[src/rtl/pc_sequencer.sv]
// Next-PC selection for the MIPS fetch stage: sequential increment, branch/jump
// redirect, exception vector, and stall hold with a deferred redirect slot.
module pc_sequencer #(
   parameter logic [31:0] RESET_PC   = 32'd100,
   parameter logic [31:0] EXC_VECTOR = 32'h8000_0180
) (
   input  logic        clock,
   input  logic        reset_n,
   input  logic [31:0] pc_in,
   input  logic        stall,
   input  logic        branch_taken,
   input  logic [31:0] branch_target,
   input  logic        jump,
   input  logic [31:0] jump_target,
   input  logic        exception,
   output logic [31:0] next_pc,
   output logic        flush_if,
   output logic        flush_id,
   output logic [31:0] epc,
   output logic        redirect_pending
);

   localparam logic [1:0] BOOT = 2'd0;
   localparam logic [1:0] RUN  = 2'd1;
   localparam logic [1:0] HOLD = 2'd2;

   localparam logic [31:0] ALIGN_MASK = 32'hFFFF_FFFC;

   logic [1:0]  r_state;
   logic [31:0] r_pendTarget;
   logic [31:0] r_epc;
   logic        r_redirectPending;

   logic [1:0]  w_nextState;
   logic [31:0] w_nextPend;
   logic [31:0] w_nextEpc;
   logic [31:0] w_nextPc;
   logic        w_flushIf;
   logic        w_flushId;
   logic        w_redirect;
   logic [31:0] w_target;
   logic [31:0] w_excVector;

   // The branch belongs to the older instruction, so it beats a same-cycle jump.
   assign w_redirect  = branch_taken | jump;
   assign w_target    = branch_taken ? (branch_target & ALIGN_MASK)
                                     : (jump_target & ALIGN_MASK);
   assign w_excVector = EXC_VECTOR & ALIGN_MASK;

   always_comb begin
      w_nextState = r_state;
      w_nextPend  = r_pendTarget;
      w_nextEpc   = r_epc;
      w_nextPc    = RESET_PC;
      w_flushIf   = 1'b0;
      w_flushId   = 1'b0;
      if (!reset_n) begin
         w_nextState = BOOT;
      end else begin
         case (r_state)
            BOOT: begin
               w_nextState = RUN;
            end
            RUN: begin
               if (exception) begin
                  w_nextPc  = w_excVector;
                  w_flushIf = 1'b1;
                  w_flushId = 1'b1;
                  w_nextEpc = pc_in;
               end else if (w_redirect && stall) begin
                  w_nextPc    = pc_in;
                  w_nextPend  = w_target;
                  w_nextState = HOLD;
               end else if (w_redirect) begin
                  w_nextPc  = w_target;
                  w_flushIf = 1'b1;
               end else if (stall) begin
                  w_nextPc = pc_in;
               end else begin
                  w_nextPc = pc_in + 32'd4;
               end
            end
            HOLD: begin
               if (exception) begin
                  w_nextPc    = w_excVector;
                  w_flushIf   = 1'b1;
                  w_flushId   = 1'b1;
                  w_nextEpc   = pc_in;
                  w_nextPend  = 32'd0;
                  w_nextState = RUN;
               end else if (stall) begin
                  w_nextPc = pc_in;
                  if (w_redirect) begin
                     w_nextPend = w_target;
                  end
               end else begin
                  w_nextPc    = r_pendTarget;
                  w_flushIf   = 1'b1;
                  w_nextState = RUN;
               end
            end
            default: begin
               w_nextState = BOOT;
            end
         endcase
      end
   end

   always_ff @(posedge clock or negedge reset_n) begin
      if (!reset_n) begin
         r_state           <= BOOT;
         r_pendTarget      <= 32'd0;
         r_epc             <= 32'd0;
         r_redirectPending <= 1'b0;
      end else begin
         r_state           <= w_nextState;
         r_pendTarget      <= w_nextPend;
         r_epc             <= w_nextEpc;
         r_redirectPending <= (w_nextState == HOLD);
      end
   end

   assign next_pc          = w_nextPc;
   assign flush_if         = w_flushIf;
   assign flush_id         = w_flushId;
   assign epc              = r_epc;
   assign redirect_pending = r_redirectPending;

endmodule

[config.mk]
export PLATFORM = sky130hd
export DESIGN_NAME = pc_sequencer
export DESIGN_NICKNAME = d
export VERILOG_FILES = /design/src/rtl/pc_sequencer.sv
export SDC_FILE = /design/constraint.sdc
export NUM_CORES = 1
export LEC_CHECK = 0
export BUFFER_PORTS_ARGS = -buffer_cell sky130_fd_sc_hd__clkbuf_2
export CAP_MARGIN = 20
export CORE_MARGIN = 1
export CORE_UTILIZATION = 52
export DETAILED_ROUTE_END_ITERATION = 12
export GPL_TIMING_DRIVEN = 0
export PLACE_DENSITY = 0.81
export SLEW_MARGIN = 0
export SYNTH_ARGS = -nofsm -noshare
export SYNTH_HDL_FRONTEND = slang
export SYNTH_SLANG_ARGS = --single-unit
[constraint.sdc]
create_clock -name clock -period 2.45 [get_ports clock]
set_input_delay 0 -clock clock [delete_from_list [all_inputs] [get_ports clock]]
set_output_delay 0 -clock clock [all_outputs]
set_load 0.01 [all_outputs]
==> impl_metrics.tcl <==
set metrics [dict create \
    power.leakage_nw 3.24 \
    grt_start_max_net_pins 42 \
    tightest_slew_ps 859 \
    gp_congestion 0.978 \
    core.rowCount 35 \
    firstDrtPassIters 5 \
    min_period_ps 2430 \
    async_reset_ff_share_pct 100 \
    ys_ff_latch 65 \
    dp_hpwl_um 14300 \
    drc 0 \
    ys_types 62 \
    synth_top_area_cell "dfrtp_1" \
    core_area_mm2 0.00937 \
    seq_area_mm2 0.00163 \
    slew_headroom_pct 42.8 \
    hold_class "input port to flip-flop" \
    worst_ep_arrival_time_ps 2430 \
    via_per_inst 6.63 \
    critPathKind "input port to primary output" \
    ys_top_cells_by_count "65 x dfrtp_1, 63 x nand2_1, 49 x mux2i_1" \
    num_vias 6274 \
    outcome "finished, violations left" \
    yosys_most_used_dff "dfrtp_1" \
    grt_pass1_vias 6242 \
    path_clk_slew_ps 90 \
    dr.first_iter.drc_count 745 \
    cp_max_fo 6 \
    nFillCells 751 \
    yosys-top-cells-area "dfrtp_1 32%, mux2i_1 9.6%, mux2_2 7.5%" \
    hold_violations 2 \
    synth-edff-count 0 \
    max_freq_ghz 0.411 \
    synth_nets 694 \
    synth.avg_cell_area_um2 8.69 \
    drv_cap 0 \
    ios 169 \
    synth_most_common_cell "dfrtp_1" \
    n_antenna_cell 0 \
    clkLatencyLatePin_ps 350 \
    synthCells 587 \
    total_power_w 0.00400 \
    grt_pass1_wl_um 32000 \
    multi_input_area_mm2 0.00324 \
    ctsRootBufferMaster "clkbuf_8" \
    whs_ps -4.42 \
    num-nets-final 919 \
    dp_cells 876 \
    p_per_area_mw_per_mm2 576 \
    antenna_found_initial 0 \
    die-area_mm2 0.0102 \
    ys_seq_area_share_pct 31.9 \
    synth_top_area_share_pct 31.9 \
    clk_path_buf_depth 2 \
    crit_required_ps 2450 \
    numCtsBuffers 9 \
    die-width_um 101 \
    postRouteAntennaNets 0 \
    routedWlPerCell_um 22.2 \
    yosysWarnings 0 \
    wl_um 21000 \
    start_kind "input port" \
    violations "negative hold slack" \
    final.setup.tns_ps 0 \
    layout-drive-gt1-share_pct 32.7 \
    grt_overflow 0 \
    start_util_pct 54.4 \
    portBuffers 159 \
    fin_crit_sh_pct 99.3 \
    cts_num_sinks 65 \
    h-tree-depth 3 \
    fin_worst_skew_ps 6.78 \
    end_kind "primary output" \
    areaGrowthSynthToFinish_pct 36.2 \
    setup_violations 0 \
    peakVddDrop_mv 0.388 \
    rsz0062_at_grt "true" \
    grt_use_total_pct 41.5 \
    synth_area_mm2 0.00510 \
    die_h_um 101 \
    final_cells 946 \
    slew_violations 0 \
    cts_tree "yes" \
]
-- sequential cells by signal, summed over array words and instances (netlist names) --
signal            cells
epc                  32
r_state               2
redirect_pending      1
r_pendTarget         30
-- cell type report --
class | count | share of cell area [%]
plain buffers | 52 | 3.64
clock buffers | 9 | 1.78
clock inverters | 7 | 1.37
inverters | 9 | 0.486
multi-input cells | 459 | 46.7
flip-flops and latches | 65 | 23.5
well taps | 129 | 2.32
repair buffers | 216 | 20.3
-- worst max-delay path, stage by stage --
cell and delay [ps]:
dlygate4sd3_1 540, clkbuf_2 180, ha_1 230, nand2_1 190
nor4_4 490, nand3_2 140, mux2_4 330, a21oi_2 170
clkbuf_2 160
-- per-layer routing --
| metal | vias up | GRT usage, % | wire, um |
|---|---|---|---|
| met5 | - | 0 | 0 |
| met3 | 118 | 8.18 | 2670 |
| met1 | 2927 | 51.8 | 7770 |
| met4 | 0 | 24.7 | 1150 |
| met2 | 582 | 66.4 | 9450 |
| li1 | 2647 | - | - |
-- worst paths after layout --
kind | from | to | slack, ps | cells past startpoint
hold / removal | branch_target[16] | r_pendTarget[16]$_DFFE_PN0P_ | -4 | 3
setup reg to reg | r_state[0]$_DFF_PN0_ | epc[17]$_DFFE_PN0P_ | 170 | 6
max in group asynchronous | reset_n | r_pendTarget[10]$_DFFE_PN0P_ | 1890 | 4
setup / recovery | pc_in[2] | next_pc[20] | 20 | 9
min in group asynchronous | reset_n | epc[8]$_DFFE_PN0P_ | 140 | 3
hold reg to reg | epc[18]$_DFFE_PN0P_ | epc[18]$_DFFE_PN0P_ | 480 | 2
-- kinds of logic after synthesis --
family / synth area share [%]
DFF: 31.9
AOI/OAI and AO/OA: 23.9
xor gates and xnor gates: 2.23
adders and majority gates: 1.23
buffers and inverters: 5.50
muxes: 17.6
and+or+nand+nor: 17.6
-- through the flow --
step                      utilization [%]  worst slack, ps  area (um2)
after floorplan                         -              449        5100
after detailed placement             64.9             -141        6080
after global placement               64.6             -676        6060
after CTS                            73.4             12.1        6880
after global routing                 74.1            -23.6        6950
final                                74.1             16.6        6950
-- report_power, final --
part           internal, W  switching, W
Combinational     0.000618      0.000729
Sequential         0.00139      0.000186
Clock             0.000573      0.000506
Total              0.00258       0.00142
-- cell usage in the layout, fill, tap and decap left out, drive strengths merged, types with 3 or more instances in the layout --
cell / Yosys / routed
o221ai: 11 / 11
a21boi: 3 / 3
nand3: 11 / 11
and3: 8 / 8
o21ai: 35 / 35
nand4: 11 / 11
buf: 29 / 33
inv: 9 / 9
nand4b: 3 / 3
a21oi: 34 / 34
o31ai: 30 / 30
o22ai: 10 / 10
ha: 5 / 5
nand2b: 14 / 14
clkbuf: 25 / 191
nand2: 63 / 63
nor2: 39 / 39
a31oi: 7 / 7
nor2b: 4 / 4
mux2i: 49 / 49
a22oi: 8 / 8
a221o: 10 / 10
dlygate4sd3: 0 / 53
and2: 5 / 5
clkinv: 0 / 4
a211o: 4 / 4
o211ai: 4 / 4
dfrtp: 65 / 65
nor3: 9 / 9
nor4: 3 / 3
xor2: 12 / 12
o311ai: 3 / 3
mux2: 36 / 36
a221oi: 5 / 5
-- timing repair --
action | CTS | global route
endpoints found under the setup margin | 49 | 21
endpoints found under the hold margin | 69 | 0
hold buffers | 54 | 0
gates resized for setup | 14 | 14
cloned | 0 | 1
setup buffers | 0 | 1
Note: power is estimated with default switching activity, not from simulation.
